--- src/rtl/control_cmd_dispatch_pkg.sv ---
// control_cmd_dispatch_pkg: calc_pkg watchdog width helper and commands_pkg opcode table with slot lookup
package calc_pkg;
  function automatic int wd_width(input int cycles);
    return $clog2(cycles + 1);
  endfunction
endpackage

package commands_pkg;
  typedef logic [7:0] cmd_opcode_t;
  localparam int NUM_OPCODES = 4;
  localparam int SLOT_W = 2;
  typedef struct packed {
    logic hit;
    logic [SLOT_W-1:0] index;
  } slot_lookup_t;
  localparam logic [NUM_OPCODES-1:0][7:0] OPCODE_TABLE = {8'h54, 8'h46, 8'h50, 8'h52};
  function automatic slot_lookup_t opcode_to_slot(input cmd_opcode_t op);
    slot_lookup_t r;
    r = '0;
    for (int i = 0; i < NUM_OPCODES; i++)
      if (op == OPCODE_TABLE[i]) r = '{hit: 1'b1, index: SLOT_W'(i)};
    return r;
  endfunction
endpackage

--- src/rtl/control_cmd_dispatch_if.sv ---
// control_cmd_dispatch_if: byte stream in, sub-command strobes/done and status out of the dispatcher
interface control_cmd_dispatch_if #(parameter int NUM_SUBCMDS = 4);
  localparam int SEL_W = NUM_SUBCMDS > 1 ? $clog2(NUM_SUBCMDS) : 1;
  logic [7:0] data_in;
  logic data_valid;
  logic [NUM_SUBCMDS-1:0] sub_enable;
  logic [7:0] sub_data;
  logic [NUM_SUBCMDS-1:0] sub_done;
  logic [SEL_W-1:0] active_sel;
  logic busy;
  logic cmd_done;
  logic cmd_error;
  modport slave (
    input data_in, data_valid, sub_done,
    output sub_enable, sub_data, active_sel, busy, cmd_done, cmd_error
  );
  modport master (
    output data_in, data_valid, sub_done,
    input sub_enable, sub_data, active_sel, busy, cmd_done, cmd_error
  );
endinterface

--- src/rtl/control_cmd_dispatch_watchdog.sv ---
// cmd_watchdog: saturating inactivity counter, expired once TIMEOUT_CYCLES idle cycles have elapsed
module cmd_watchdog
  import calc_pkg::*;
#(
  parameter int TIMEOUT_CYCLES = 1024
) (
  input  logic clk,
  input  logic reset_n,
  input  logic clear,
  input  logic run,
  output logic expired
);
  localparam int W = wd_width(TIMEOUT_CYCLES);
  localparam logic [W-1:0] LIMIT = W'(TIMEOUT_CYCLES);
  logic [W-1:0] cnt_q, cnt_d;
  always_comb cnt_d = clear ? '0 : (run && cnt_q != LIMIT) ? cnt_q + 1'b1 : cnt_q;
  always_ff @(posedge clk or negedge reset_n)
    if (!reset_n) cnt_q <= '0;
    else cnt_q <= cnt_d;
  assign expired = cnt_q == LIMIT;
endmodule

--- src/rtl/control_cmd_dispatch.sv ---
// control_cmd_dispatch: opcode decode and payload strobe dispatch; CMD_DISPATCH_TIMEOUT_EN adds an inactivity watchdog
module control_cmd_dispatch
  import commands_pkg::*;
#(
  parameter int NUM_SUBCMDS = 4,
  parameter int TIMEOUT_CYCLES = 1024
) (
  input logic clk,
  input logic reset_n,
  control_cmd_dispatch_if.slave bus
);
  localparam int SEL_W = NUM_SUBCMDS > 1 ? $clog2(NUM_SUBCMDS) : 1;
  typedef enum logic {IDLE, ACTIVE} state_t;
  state_t state_q, state_d;
  logic [NUM_SUBCMDS-1:0] sub_enable_q, sub_enable_d;
  logic [7:0] sub_data_q, sub_data_d;
  logic [SEL_W-1:0] sel_q, sel_d;
  logic cmd_done_q, cmd_done_d, cmd_error_q, cmd_error_d;
  logic expired, hit, done_act, decode;
  slot_lookup_t lk;
`ifdef CMD_DISPATCH_TIMEOUT_EN
  cmd_watchdog #(.TIMEOUT_CYCLES(TIMEOUT_CYCLES)) u_watchdog (
    .clk(clk),
    .reset_n(reset_n),
    .clear(bus.data_valid || state_q == IDLE),
    .run(state_q == ACTIVE),
    .expired(expired)
  );
`else
  assign expired = TIMEOUT_CYCLES < 0;
`endif
  assign lk = opcode_to_slot(bus.data_in);
  assign hit = lk.hit && int'(lk.index) < NUM_SUBCMDS;
  assign done_act = state_q == ACTIVE && bus.sub_done[sel_q];
  assign decode = bus.data_valid && (state_q == IDLE || done_act);
  always_comb begin
    state_d = done_act ? IDLE : state_q;
    sel_d = sel_q;
    sub_data_d = sub_data_q;
    sub_enable_d = '0;
    cmd_done_d = done_act;
    cmd_error_d = 1'b0;
    if (decode) begin
      state_d = hit ? ACTIVE : state_d;
      sel_d = hit ? SEL_W'(lk.index) : sel_q;
      cmd_error_d = !hit && !done_act;
    end else if (bus.data_valid) begin
      sub_enable_d = NUM_SUBCMDS'(1) << sel_q;
      sub_data_d = bus.data_in;
    end else if (state_q == ACTIVE && !done_act && expired) begin
      state_d = IDLE;
      cmd_error_d = 1'b1;
    end
  end
  always_ff @(posedge clk or negedge reset_n)
    if (!reset_n) begin
      state_q <= IDLE;
      sel_q <= '0;
      sub_data_q <= '0;
      sub_enable_q <= '0;
      cmd_done_q <= 1'b0;
      cmd_error_q <= 1'b0;
    end else begin
      state_q <= state_d;
      sel_q <= sel_d;
      sub_data_q <= sub_data_d;
      sub_enable_q <= sub_enable_d;
      cmd_done_q <= cmd_done_d;
      cmd_error_q <= cmd_error_d;
    end
  assign bus.sub_enable = sub_enable_q;
  assign bus.sub_data = sub_data_q;
  assign bus.active_sel = sel_q;
  assign bus.busy = state_q == ACTIVE;
  assign bus.cmd_done = cmd_done_q;
  assign bus.cmd_error = cmd_error_q;
endmodule
--- src/flat_wrapper.sv ---
// flat-port wrapper written by rule: the top's interface ports become plain ports
module control_cmd_dispatch_flat import commands_pkg::*;
#(
  parameter int NUM_SUBCMDS = 4,
  parameter int TIMEOUT_CYCLES = 1024
)
  (clk, reset_n, bus_data_in, bus_data_valid, bus_sub_done, bus_sub_enable, bus_sub_data, bus_active_sel, bus_busy, bus_cmd_done, bus_cmd_error);
  control_cmd_dispatch_if #(.NUM_SUBCMDS(NUM_SUBCMDS)) bus_i ();
  input logic clk;
  input logic reset_n;
  input wire logic [$bits(bus_i.data_in)-1:0] bus_data_in;
  input wire logic [$bits(bus_i.data_valid)-1:0] bus_data_valid;
  input wire logic [$bits(bus_i.sub_done)-1:0] bus_sub_done;
  output wire logic [$bits(bus_i.sub_enable)-1:0] bus_sub_enable;
  output wire logic [$bits(bus_i.sub_data)-1:0] bus_sub_data;
  output wire logic [$bits(bus_i.active_sel)-1:0] bus_active_sel;
  output wire logic [$bits(bus_i.busy)-1:0] bus_busy;
  output wire logic [$bits(bus_i.cmd_done)-1:0] bus_cmd_done;
  output wire logic [$bits(bus_i.cmd_error)-1:0] bus_cmd_error;
  assign bus_i.data_in = bus_data_in;
  assign bus_i.data_valid = bus_data_valid;
  assign bus_i.sub_done = bus_sub_done;
  assign bus_sub_enable = bus_i.sub_enable;
  assign bus_sub_data = bus_i.sub_data;
  assign bus_active_sel = bus_i.active_sel;
  assign bus_busy = bus_i.busy;
  assign bus_cmd_done = bus_i.cmd_done;
  assign bus_cmd_error = bus_i.cmd_error;
  control_cmd_dispatch #(.NUM_SUBCMDS(NUM_SUBCMDS), .TIMEOUT_CYCLES(TIMEOUT_CYCLES)) u_core (.clk(clk), .reset_n(reset_n), .bus(bus_i));
endmodule
--- config.mk ---
export PLATFORM = sky130hd
export DESIGN_NAME = control_cmd_dispatch_flat
export DESIGN_NICKNAME = d
export VERILOG_FILES = /design/src/rtl/control_cmd_dispatch_pkg.sv /design/src/rtl/control_cmd_dispatch_if.sv /design/src/rtl/control_cmd_dispatch_watchdog.sv /design/src/rtl/control_cmd_dispatch.sv /design/src/flat_wrapper.sv
export SDC_FILE = /design/constraint.sdc
export NUM_CORES = 1
export LEC_CHECK = 0
export ABC_AREA = 1
export BUFFER_PORTS_ARGS = -buffer_cell sky130_fd_sc_hd__buf_4
export CAP_MARGIN = 20
export CORE_UTILIZATION = 41
export DETAILED_ROUTE_END_ITERATION = 8
export GPL_ROUTABILITY_DRIVEN = 0
export PLACE_DENSITY = 0.73
export SLEW_MARGIN = 0
export SYNTH_ARGS = -nofsm -noshare
export SYNTH_HDL_FRONTEND = slang
export SYNTH_HIERARCHICAL = 1
export SYNTH_SLANG_ARGS = --single-unit
--- constraint.sdc ---
create_clock -name clk -period 1.4 [get_ports clk]
set_clock_uncertainty 0.2 [all_clocks]
set_input_delay 0.28 -clock clk [delete_from_list [all_inputs] [get_ports clk]]
set_output_delay 0.28 -clock clk [all_outputs]
set_load 0.02 [all_outputs]
; Yosys cells after proc, flatten, opt, wreduce, memory -nomap -nowiden
; Index checks and enable logic that the tools add are counted.
[word_totals]
reg_bits = 17
latchBits = 0
ram_bits = 0
romBits = 0
input_bits = 15
elab_cells = 34
n_memories = 0
[classes]
add_sub_neg = 0
n_mul = 0
n_div = 0
order_cmp = 1
eq_ne = 4
n_shift = 1
muxes = 12
bitwise_logic = 2
n_reduce_logical = 8
[ops]
columns = op, n
row1 = "== test 8 x 7 -> 1 bit, second input constant", 4
row2 = two-way mux 3 bit, 4
row3 = two-way mux 4 bit, 2
row4 = two-way mux 1 bit, 5
row5 = AND reduction 2 bit, 2
row6 = "<< shifter 1 x 2 -> 4 bit, first input constant", 1
row7 = logical AND 1 bit, 3
row8 = "less-than comparator 2 x 3 -> 1 bit, second input constant", 1
row9 = binary-select mux 1 bit (select 2 bit), 1
row10 = zero test 1 bit, 2
row11 = NOT 1 bit, 2
row12 = logical OR 1 bit, 1

; Depth between registers and ports, before layout
; Gate-level depths: netlist of run 1.
[logic_depth]
ltp_word = 8
depth_mapped = 9
depth_no_buf = 8

; Least setup slack after synthesis of run 1
; OpenSTA, ideal clock, no wires.
[synth_timing]
kind = reg-to-reg
startpoint = reg u_core.sel_q[0], in the netlist u_core/bus.active_sel[0]
endpoint = reg u_core.sub_data_q[0], in the netlist u_core/bus.sub_data[0]
setup_time_ns = 0.119
arrival_ns = 1.249
t_required_ns = 1.081
slack_ns = -0.168
stages_incl_launch_ff = 10
cell_sequence = dfrtp_1 -> inv_2 -> nand2_1 -> nand2_1 -> nand2_1 -> and2_4 -> nand3_2 -> buf_4 -> nand2_1 -> o21ai_2
[synth_via]
elab_chain_cells = 7
[synth_lines]
columns = item, line_no
row1 = from (decl), control_cmd_dispatch.sv:17  ; logic [SEL_W-1:0] sel_q, sel_d;
row2 = from (signal assigned), control_cmd_dispatch.sv:65  ; sel_q <= sel_d;
row3 = binary-select mux 1 bit (select 2 bit), control_cmd_dispatch.sv:34  ; assign done_act = state_q == ACTIVE && bus.sub_done[sel_q];
row4 = two-way mux 1 bit (implied by the code), control_cmd_dispatch.sv:34
row5 = logical AND 1 bit, control_cmd_dispatch.sv:34
row6 = logical OR 1 bit, control_cmd_dispatch.sv:35  ; assign decode = bus.data_valid && (state_q == IDLE || done_act);
row7 = logical AND 1 bit, control_cmd_dispatch.sv:35
row8 = NOT 1 bit (no line), --
row9 = AND reduction 2 bit (no line), --
row10 = to (signal assigned), control_cmd_dispatch.sv:66  ; sub_data_q <= sub_data_d;
row11 = to (decl), control_cmd_dispatch.sv:16  ; logic [7:0] sub_data_q, sub_data_d;
; No other way between the ends. The select of a mux whose other input is x is not followed.
; A chain may end at the register's enable or synchronous reset.

; Final worst setup path of run 1
[layout_timing]
startpoint = reg u_core.sel_q[1], in the netlist u_core/bus.active_sel[1]
endpoint = out bus_active_sel[1]
[layout_rtl]
columns = item, line_no
row1 = to (decl), flat_wrapper.sv:16  ; output wire logic [$bits(bus_i.active_sel)-1:0] bus_active_sel;
; No word-level cell between the ends.

==> results of run 1 <==
## cell usage after synthesis
cell type	n
buf_6	1
buf_4	1
inv_2	1
dfrtp_1	17
o21ai_2	2
o21ai_1	6
nand3_2	1
nand4_1	1
nand2_1	33
nand3_1	5
nor3_1	5
inv_1	10
nor2_1	8
and2_4	1
## state kept, by name, summed over array words and instances, names as in the netlist
register               cells
u_core/bus.sub_enable      4
u_core/bus.cmd_done        1
u_core/bus.active_sel      2
u_core/bus.busy            1
u_core/bus.sub_data        8
u_core/bus.cmd_error       1
## cell usage in the layout, fill, tap and decap left out, types with 2 or more instances in the layout
| cell | synthesis | layout |
|---|---|---|
| buf_4 | 1 | 41 |
| buf_6 | 1 | 2 |
| nor3_1 | 5 | 3 |
| o21ai_1 | 6 | 5 |
| nand3_1 | 5 | 5 |
| nand2_1 | 33 | 31 |
| nand2_2 | 0 | 2 |
| nor3_2 | 0 | 2 |
| o21ai_2 | 2 | 3 |
| nor2_1 | 8 | 8 |
| dfrtp_1 | 17 | 14 |
| clkbuf_4 | 0 | 3 |
| inv_1 | 10 | 10 |
| nand3_4 | 0 | 4 |
| dfrtp_2 | 0 | 3 |
## power by group through the flow
| stage | clock, W | sequential (W) | combinational [W] |
|---|---|---|---|
| final | 0.000257 | 0.000547 | 0.000275 |
| after detailed placement | 0 | 0.000557 | 0.000237 |
| after floorplan | 0 | 0.000598 | 0.0000686 |
| after CTS | 0.000263 | 0.000548 | 0.000260 |
| after global placement | 0 | 0.000556 | 0.000233 |
| after global routing | 0.000277 | 0.000550 | 0.000298 |
## per-layer routing
metal  global-route usage [%]  vias to the layer above  share of wire (%)
li1                         -                      397                  -
met1                    24.29                      367                 43
met3                    4.000                        2                4.4
met2                    32.75                       24                 52
met5                        0                        -                  0
met4                    5.455                        0               0.74
## metrics by stage
stage	setup TNS, ns	utilization, %	setup slack (ns)	hold WS [ns]	power, W
finish	-0.06797	70.87	-0.05647	0.05651	0.001079
global route	-1.046	70.87	-0.09389	0.05577	0.001125
CTS	-0.1088	68.19	-0.06186	0.04556	0.001071
detailed placement	-0.8737	63.55	-0.08925	-0.04729	0.0007937
global placement	-0.3153	63.55	-0.03760	-0.04919	0.0007886
floorplan	-0.4993	-	-0.05404	-0.2156	0.0006670
## cell type report
type                            count  area [um^2]
Fill cell                         144        503.0
Sequential cell                    17        429.2
Multi-Input combinational cell     65        355.3
Timing Repair Buffer               44        340.3
Inverter                           11        41.29
Tap cell                           25        31.28
Clock buffer                        4        26.28
## worst max-delay path: stages (launching register included)
cell	delay [ns]
dfrtp_2	0.45
buf_6	0.13
buf_6	0.12
## cells by family (layout without fill, tap and decap cells)
logic type	Yosys count	in the layout	share of synthesized area [%]
buf+inv	13	59	7.882
compound gates	8	8	6.240
flops	17	17	55.83
simple gates	54	57	30.05
## worst max path at each step
stage          slack (ns)  cells past startpoint                        to                      from
6_report            -0.06                      2         bus_active_sel[1]  u_core/bus.active_sel[1]
5_1_grt             -0.09                      7    u_core/bus.sub_data[0]  u_core/bus.active_sel[0]
4_1_cts             -0.06                      2         bus_active_sel[1]  u_core/bus.active_sel[1]
3_5_place_dp        -0.09                      6  u_core/bus.sub_enable[2]  u_core/bus.active_sel[0]
3_3_place_gp        -0.04                      6  u_core/bus.sub_enable[1]  u_core/bus.active_sel[0]
2_1_floorplan       -0.05                      9    u_core/bus.sub_data[3]  u_core/bus.active_sel[0]
## timing repair
action,4_1_cts,5_1_grt
hold endpoints to repair,17,0
endpoints found under the setup margin,13,16
buffers inserted,1,1
gates resized for setup,6,3
pin swaps,2,1
gates cloned,1,2
hold buffers,1,0
==> flow_metrics.py, run 1 <==
metrics = {
    "final_layout": {
        "final_area_um2": 1224,
        "final_nets": 157,
        "insertedDiodeCount": 0,
        "drive_gt1_share_pct": 43.97,
        "area_delta_synth_final_pct": 60.59,
        "finalNonFillerCells": 166,
    },
    "detailed_routing": {
        "drcViolationCount": 0,
        "drt-total-wl_mm": 1.883,
        "via_count": 790,
        "vias_per_cell": 4.759,
        "drtAntennaViolNets": 0,
        "post_drt_wl_per_cell_um": 11.34,
        "drt_iter0_markers": 17,
        "drtPass1Iterations": 6,
    },
    "setup_path": {
        "required_ns": 0.92,
        "ff2ff_setup_slack_ns": -0.01,
        "rr_endpoint": "u_core/bus.sub_data[1]",
        "end_kind": "primary output",
        "r2r-start": "u_core/bus.active_sel[0]",
        "crit_path_max_fanout": 4,
        "critPathArrivalTime_ns": 0.98,
        "path_class": "reg2out",
        "start_kind": "flip-flop",
        "reg2regPathDepth": 7,
    },
    "clocking": {
        "numCtsBuffers": 3,
        "cts-htree-levels": 1,
        "clock_sinks": 17,
        "clk_pin_slew_ns": 0.10,
        "clk_path_buf_depth": 2,
        "cts_tree": "built",
        "root_buffer": "clkbuf_4",
        "clock_latency_ns": 0.28,
    },
    "power_and_ir_drop": {
        "swShare_pct": 29.27,
        "switching_power_w": 0.0003157,
        "pwr-share-seq_pct": 50.7,
        "pwr-share-clk_pct": 23.8,
        "pwr_density_cell_nw_per_um2": 881.4,
        "pwr-share-comb_pct": 25.5,
        "vdd_drop_max_v": 0.0006417,
        "p_leak_nw": 0.6431,
        "p_int_w": 0.0007629,
    },
    "synth": {
        "syn_inst": 92,
        "synthTopCellsByArea": "dfrtp_1 (56%), nand2_1 (16%), inv_1 (4.9%)",
        "synth_cell_types": 14,
        "post-synth-top-area-fraction_pct": 55.83,
        "synth.net_count": 107,
        "synth_area_per_cell_um2": 8.282,
        "synth-seq-area-share_pct": 55.83,
        "synth_warnings": 6,
        "synth_top_area_cell": "dfrtp_1",
        "synth.cell_area_um2": 762.0,
        "synth-seq-cells": 17,
    },
    "floorplanning": {
        "core_region_area_um2": 1727,
        "row_count": 15,
        "die_w_um": 45.11,
        "io_pins": 32,
        "start_util_pct": 44.13,
        "dieHeight_um": 45.11,
        "dieArea_um2": 2035,
    },
    "global_routing": {
        "grt_max_degree": 18,
        "grt_antenna_before_repair": 0,
        "grt.total_usage_pct": 19.12,
        "grt_overflow": 0,
        "grt_pass1_vias": 618,
        "grt_pass1_wl_mm": 2.794,
    },
    "timing": {
        "max_freq_ghz": 0.6866,
        "maxSlewViolCount": 0,
        "max_slew.worst_pin.slew_ns": 0.2130,
        "period_needed_ns": 1.456,
        "finalCritPeriodShare_pct": 104.0,
        "relSlewSlack_pct": 85.80,
        "rsz0062_at_grt": "true",
        "finalSetupViolCount": 3,
        "setup_ws_ns": -0.05647,
        "hold_viol_final": 0,
    },
    "min_path": {
        "hold_path_end": "u_core/bus.sub_data[6]",
        "min_from": "bus_data_in[6]",
        "hold_depth": 3,
        "holdCritPathClass": "in2reg",
    },
    "placed_design": {
        "dp.cells": 156,
        "dp_hpwl_mm": 1.248,
        "place_area_um2": 1097,
        "port_buffers": 31,
    },
    "outcome": {
        "status": "finished with violations",
        "violations": "setup timing",
    },
    "job": {
        "cap_violations": 0,
    },
}
Power figures use the tool's default switching activity.
==> run 2: changes to the inputs <==
--- a/config.mk
+++ b/config.mk
@@ -8,10 +8,12 @@
 export ABC_AREA = 1
 export BUFFER_PORTS_ARGS = -buffer_cell sky130_fd_sc_hd__buf_4
 export CAP_MARGIN = 20
+export CORE_MARGIN = 2
 export CORE_UTILIZATION = 41
 export DETAILED_ROUTE_END_ITERATION = 8
 export GPL_ROUTABILITY_DRIVEN = 0
 export PLACE_DENSITY = 0.73
+export REMOVE_ABC_BUFFERS = 1
 export SLEW_MARGIN = 0
 export SYNTH_ARGS = -nofsm -noshare
 export SYNTH_HDL_FRONTEND = slang
==> flow_metrics.py, run 2 (synthesis gave the netlist of run 1 again) <==
metrics = {
    "job": {
        "cap_violations": 0,
    },
    "final_layout": {
        "final_cell_mix": "buf_4 (46), nand2_1 (27), dfrtp_1 (15)",
        "area_delta_synth_final_pct": 64.20,
        "insertedDiodeCount": 0,
        "final_area_um2": 1251,
        "drive_gt1_share_pct": 48.28,
        "largest_reg_flops": 8,
        "mostFrequentLayoutCell": "buf_4",
        "final_nets": 161,
        "finalNonFillerCells": 170,
    },
    "timing": {
        "rsz0062_at_grt": "true",
        "finalSetupViolCount": 16,
        "max_freq_ghz": 0.6427,
        "finalCritPeriodShare_pct": 111.1,
        "period_needed_ns": 1.556,
        "maxSlewViolCount": 0,
        "setup_ws_ns": -0.1560,
        "hold_viol_final": 0,
        "relSlewSlack_pct": 85.40,
        "max_slew.worst_pin.slew_ns": 0.2189,
    },
    "setup_path": {
        "crit_end": "u_core/bus.sub_data[0]",
        "worstSetupStartpoint": "u_core/bus.active_sel[1]",
        "path_cells": "buf_4 -> inv_1 -> nand2_2 -> and2_4 -> nand3_4 -> buf_12 -> nand2_1 -> o21ai_2",
        "end_kind": "flip-flop",
        "rr_endpoint": "u_core/bus.sub_data[0]",
        "path_class": "reg2reg",
        "start_kind": "flip-flop",
        "r2r-start": "u_core/bus.active_sel[1]",
        "required_ns": 1.39,
        "reg2regPathDepth": 8,
        "crit_path_max_fanout": 20,
        "ff2ff_setup_slack_ns": -0.16,
        "cp_slowest_cell": "dfrtp_1",
        "slowest_delay_ns": 0.44,
        "critPathArrivalTime_ns": 1.55,
    },
    "detailed_routing": {
        "drcViolationCount": 0,
        "via_count": 771,
        "drt_iter0_markers": 27,
        "vias_per_cell": 4.535,
        "drtAntennaViolNets": 0,
        "post_drt_wl_per_cell_um": 11.87,
        "drtPass1Iterations": 4,
        "drt-total-wl_mm": 2.018,
    },
    "clocking": {
        "clock_sinks": 17,
        "clock_latency_ns": 0.29,
        "cts-htree-levels": 1,
        "clk_path_buf_depth": 2,
        "numCtsBuffers": 3,
        "root_buffer": "clkbuf_4",
        "clk_pin_slew_ns": 0.10,
        "cts_tree": "built",
    },
    "global_routing": {
        "grt_max_degree": 21,
        "grt_overflow": 0,
        "grt_antenna_before_repair": 0,
        "grt.total_usage_pct": 19.76,
        "grt_pass1_vias": 703,
        "grt_pass1_wl_mm": 2.994,
    },
    "floorplanning": {
        "core_region_area_um2": 1745,
        "start_util_pct": 43.66,
        "dieArea_um2": 2219,
        "row_count": 15,
        "io_pins": 32,
        "dieHeight_um": 47.11,
        "die_w_um": 47.11,
    },
    "outcome": {
        "status": "finished with violations",
        "violations": "setup timing",
    },
    "min_path": {
        "hold_depth": 3,
        "holdCritPathClass": "in2reg",
    },
    "placed_design": {
        "place_area_um2": 1110,
        "port_buffers": 31,
        "dp.cells": 158,
        "dp_hpwl_mm": 1.348,
        "dp_slack_ns": -0.09572,
    },
    "power_and_ir_drop": {
        "pwr_density_cell_nw_per_um2": 887.8,
        "p_leak_nw": 0.6900,
        "power_w": 0.001111,
        "vdd_drop_max_v": 0.0006013,
    },
}
==> run 2: report_power, final <==
group | internal, W | total (W) | switching, W
clock network | 0.000106 | 0.000273 | 0.000167
registers | 0.000524 | 0.000547 | 0.0000230
logic | 0.000147 | 0.000291 | 0.000144
==> run 2: routing by layer <==
metal  up-vias  track usage, %  part of all wire, %
li1        394               -                    -
met1       343           24.34                   42
met2        32           33.15                   53
met3         2           5.000                  3.9
met4         0           7.778                 0.94
met5         -               0                    0
==> run 2: cell type report <==
| class | count | area [um^2] |
|---|---|---|
| well taps | 25 | 31.28 |
| clock inverters | 1 | 5.005 |
| repair buffers | 51 | 409.1 |
| multi-input cells | 62 | 314.1 |
| flip-flops and latches | 17 | 427.9 |
| clock buffers | 3 | 22.52 |
| inverters | 11 | 41.29 |
| fillers | 130 | 494.2 |
==> run 2: timing repair <==
action | 4_1_cts | 5_1_grt
setup buffers | 3 | 4
hold buffers | 1 | 0
gates resized for setup | 5 | 10
pin swaps | 0 | 1
setup endpoints to repair | 16 | 18
hold endpoints to repair | 17 | 0
==> run 2: critical path: cells and delay by family (launching register included) <==
| family | cells | cell delay (ns) |
|---|---|---|
| compound gates | 1 | 0.06 |
| buf+inv | 3 | 0.35 |
| flops | 1 | 0.44 |
| simple gates | 4 | 0.41 |
==> run 2: how the worst min path moves through the flow <==
| stage | startpoint | to |
|---|---|---|
| after CTS | bus_data_in[6] | u_core/bus.sub_data[6] |
| after global routing | bus_data_in[6] | u_core/bus.sub_data[6] |
| after floorplan | reset_n | u_core/bus.active_sel[0] |
| final | bus_data_in[6] | u_core/bus.sub_data[6] |
| after global placement | reset_n | u_core/bus.sub_data[3] |
| after detailed placement | reset_n | u_core/bus.active_sel[1] |
==> run 2: metrics by stage <==
stage | setup TNS (ns) | util [%] | hold WS, ns
finish | -1.594 | 71.68 | 0.02559
global route | -2.531 | 71.68 | 0.02980
CTS | -0.9947 | 68.32 | 0.02326
detailed placement | -0.9533 | 63.58 | -0.04275
global placement | -0.3116 | 63.58 | -0.04505
floorplan | -2.936 | - | -0.2156
==> run 3: changes to the inputs <==
--- a/config.mk
+++ b/config.mk
@@ -9,13 +9,12 @@
 export BUFFER_PORTS_ARGS = -buffer_cell sky130_fd_sc_hd__buf_4
 export CAP_MARGIN = 20
 export CORE_MARGIN = 2
-export CORE_UTILIZATION = 41
+export CORE_UTILIZATION = 40
 export DETAILED_ROUTE_END_ITERATION = 8
 export GPL_ROUTABILITY_DRIVEN = 0
-export PLACE_DENSITY = 0.73
+export PLACE_DENSITY = 0.72
 export REMOVE_ABC_BUFFERS = 1
-export SLEW_MARGIN = 0
+export SLEW_MARGIN = 20
 export SYNTH_ARGS = -nofsm -noshare
 export SYNTH_HDL_FRONTEND = slang
-export SYNTH_HIERARCHICAL = 1
 export SYNTH_SLANG_ARGS = --single-unit
==> flow_metrics.py, run 3 <==
metrics = {
    "setup_path": {
        "critPathArrivalTime_ns": 1.00,
        "path_class": "reg2out",
        "reg2regPathDepth": 8,
        "rr_endpoint": "u_core.bus.sub_data[0]",
        "ff2ff_setup_slack_ns": -0.04,
        "r2r-start": "u_core.bus.active_sel[0]",
        "start_kind": "flip-flop",
        "crit_path_max_fanout": 5,
        "end_kind": "primary output",
        "required_ns": 0.92,
    },
    "synth": {
        "post-synth-top-area-fraction_pct": 57.14,
        "synth_warnings": 0,
        "yosysMostFrequentCell": "nand2_1",
        "synth.cell_area_um2": 744.5,
        "synthTopCellsByArea": "dfrtp_1 (57%), nand2_1 (19%), inv_1 (4.5%)",
        "synth_edf_count": 0,
        "synth_area_per_cell_um2": 8.272,
        "synth-main-ff-cell": "dfrtp_1",
        "synth_commonest_cells": "nand2_1 (37), dfrtp_1 (17), inv_1 (9)",
        "synth_cell_types": 13,
        "syn_inst": 90,
        "synth_top_area_cell": "dfrtp_1",
        "synth-seq-cells": 17,
        "synth-seq-area-share_pct": 57.14,
        "synthArstFlopShare_pct": 100.0,
    },
    "timing": {
        "setup_ws_ns": -0.08470,
        "period_needed_ns": 1.485,
        "max_slew.worst_pin.slew_ns": 0.2609,
        "rsz0062_at_grt": "true",
        "relSlewSlack_pct": 82.42,
        "fin_hold_ws_ns": 0.01053,
        "max_freq_ghz": 0.6735,
        "finalCritPeriodShare_pct": 106.0,
        "finalSetupViolCount": 15,
        "hold_viol_final": 0,
        "fin_setup_tns_ns": -0.3128,
        "maxSlewViolCount": 0,
    },
    "final_layout": {
        "final_cell_mix": "buf_4 (41), nand2_1 (32), dfrtp_1 (15)",
        "fillers": 144,
        "largest_reg_flops": 8,
        "insertedDiodeCount": 0,
        "mostFrequentLayoutCell": "buf_4",
        "final_nets": 156,
        "final_area_um2": 1192,
        "finalNonFillerCells": 165,
        "multi_input_area_um2": 286.5,
        "register_area_um2": 427.9,
        "drive_gt1_share_pct": 43.57,
        "area_delta_synth_final_pct": 60.17,
    },
    "detailed_routing": {
        "drt-total-wl_mm": 1.886,
        "drtAntennaViolNets": 0,
        "drtPass1Iterations": 4,
        "via_count": 765,
        "vias_per_cell": 4.636,
        "post_drt_wl_per_cell_um": 11.43,
        "drt_iter0_markers": 18,
        "drcViolationCount": 0,
    },
    "clocking": {
        "root_buffer": "clkbuf_4",
        "cts_tree": "built",
        "clk_path_buf_depth": 2,
        "numCtsBuffers": 3,
        "cts-htree-levels": 1,
        "clk_pin_slew_ns": 0.10,
        "clock_sinks": 17,
        "clock_latency_ns": 0.29,
    },
    "floorplanning": {
        "core_region_area_um2": 1745,
        "start_util_pct": 42.65,
        "die_w_um": 47.14,
        "dieArea_um2": 2222,
        "dieHeight_um": 47.14,
        "row_count": 15,
        "io_pins": 32,
    },
    "outcome": {
        "status": "finished with violations",
        "violations": "setup timing",
    },
    "placed_design": {
        "port_buffers": 31,
        "place_area_um2": 1065,
        "dp_hpwl_mm": 1.292,
        "dp.cells": 154,
    },
    "global_routing": {
        "grt_antenna_before_repair": 0,
        "grt_pass1_vias": 739,
        "grt_pass1_wl_mm": 2.918,
        "grt.total_usage_pct": 19.29,
        "grt_max_degree": 19,
        "grt_overflow": 0,
    },
    "min_path": {
        "holdCritPathClass": "in2reg",
        "hold_path_end": "u_core.bus.sub_data[2]",
        "min_from": "bus_data_in[2]",
        "hold_depth": 3,
    },
    "power_and_ir_drop": {
        "power_w": 0.001074,
        "vdd_drop_max_v": 0.0004708,
        "p_leak_nw": 0.6609,
        "pwr_density_cell_nw_per_um2": 900.8,
    },
    "job": {
        "cap_violations": 0,
    },
}
## run 3: cell types whose count changed in the layout (fill, tap and decap cells not counted), moves of 2 or more
| cell | previous run | this run |
|---|---|---|
| buf_4 | 46 | 41 |
| nand2_1 | 27 | 32 |
| o21ai_2 | 2 | 0 |
| o21ai_1 | 6 | 4 |
| inv_1 | 10 | 8 |
| nand3_2 | 2 | 0 |
| nor2_1 | 8 | 5 |
| o21ai_0 | 0 | 3 |
## run 3: layout make-up
class	count	area share [%]
clock buffers	3	1.889
clock inverters	1	0.4197
inverters	11	3.882
multi-input cells	61	24.03
flip-flops and latches	17	35.89
well taps	25	2.623
repair buffers	47	31.27
## run 3: stage by stage
stage,setup slack [ns],utilization [%]
after floorplan,-0.1678,-
after global placement,-0.1008,61.00
after detailed placement,-0.1169,61.00
after CTS,-0.09121,65.16
after global routing,-0.1554,68.32
final,-0.08470,68.32
## run 3: how the worst max path moves through the flow
stage	start	end	slack, ns	cells after the start
2_1_floorplan	u_core.bus.active_sel[0]	u_core.bus.sub_data[0]	-0.17	9
3_3_place_gp	u_core.bus.active_sel[0]	u_core.bus.sub_data[0]	-0.10	9
3_5_place_dp	u_core.bus.active_sel[0]	u_core.bus.sub_data[0]	-0.12	9
4_1_cts	u_core.bus.active_sel[0]	u_core.bus.sub_data[0]	-0.09	9
5_1_grt	u_core.bus.active_sel[0]	u_core.bus.sub_data[0]	-0.16	9
6_report	u_core.bus.active_sel[0]	bus_active_sel[0]	-0.08	2
## run 3: power breakdown
group          internal [W]  leakage [nW]  switching [W]  total [W]
registers          0.000524         0.229      0.0000182   0.000542
clock network      0.000106        0.0177       0.000165   0.000271
logic              0.000130         0.415       0.000131   0.000260
## run 3: critical path, stage by stage, from the launching register on
cell,delay (ns)
dfrtp_2,0.45
buf_4,0.14
buf_6,0.12
## run 3: cells by family after synthesis
| family | synth area share, % |
|---|---|
| and+or+nand+nor | 30.08 |
| DFF | 57.14 |
| buffers and inverters | 7.059 |
| AOI/OAI and AO/OA | 5.714 |
## run 3: repair_timing
item                                    4_1_cts  5_1_grt
endpoints found under the setup margin       13       18
hold endpoints to repair                     18        0
resized for setup                             3       12
hold buffers                                  2        0
setup buffers                                 2        3
pin swaps                                     0        2
## run 3: routing by layer
layer	vias up	routed length, um	GRT usage (%)
li1	381	-	-
met1	350	746	20.24
met2	28	1012	34.25
met3	6	68	2.308
met4	0	58	15.56
met5	-	0	0
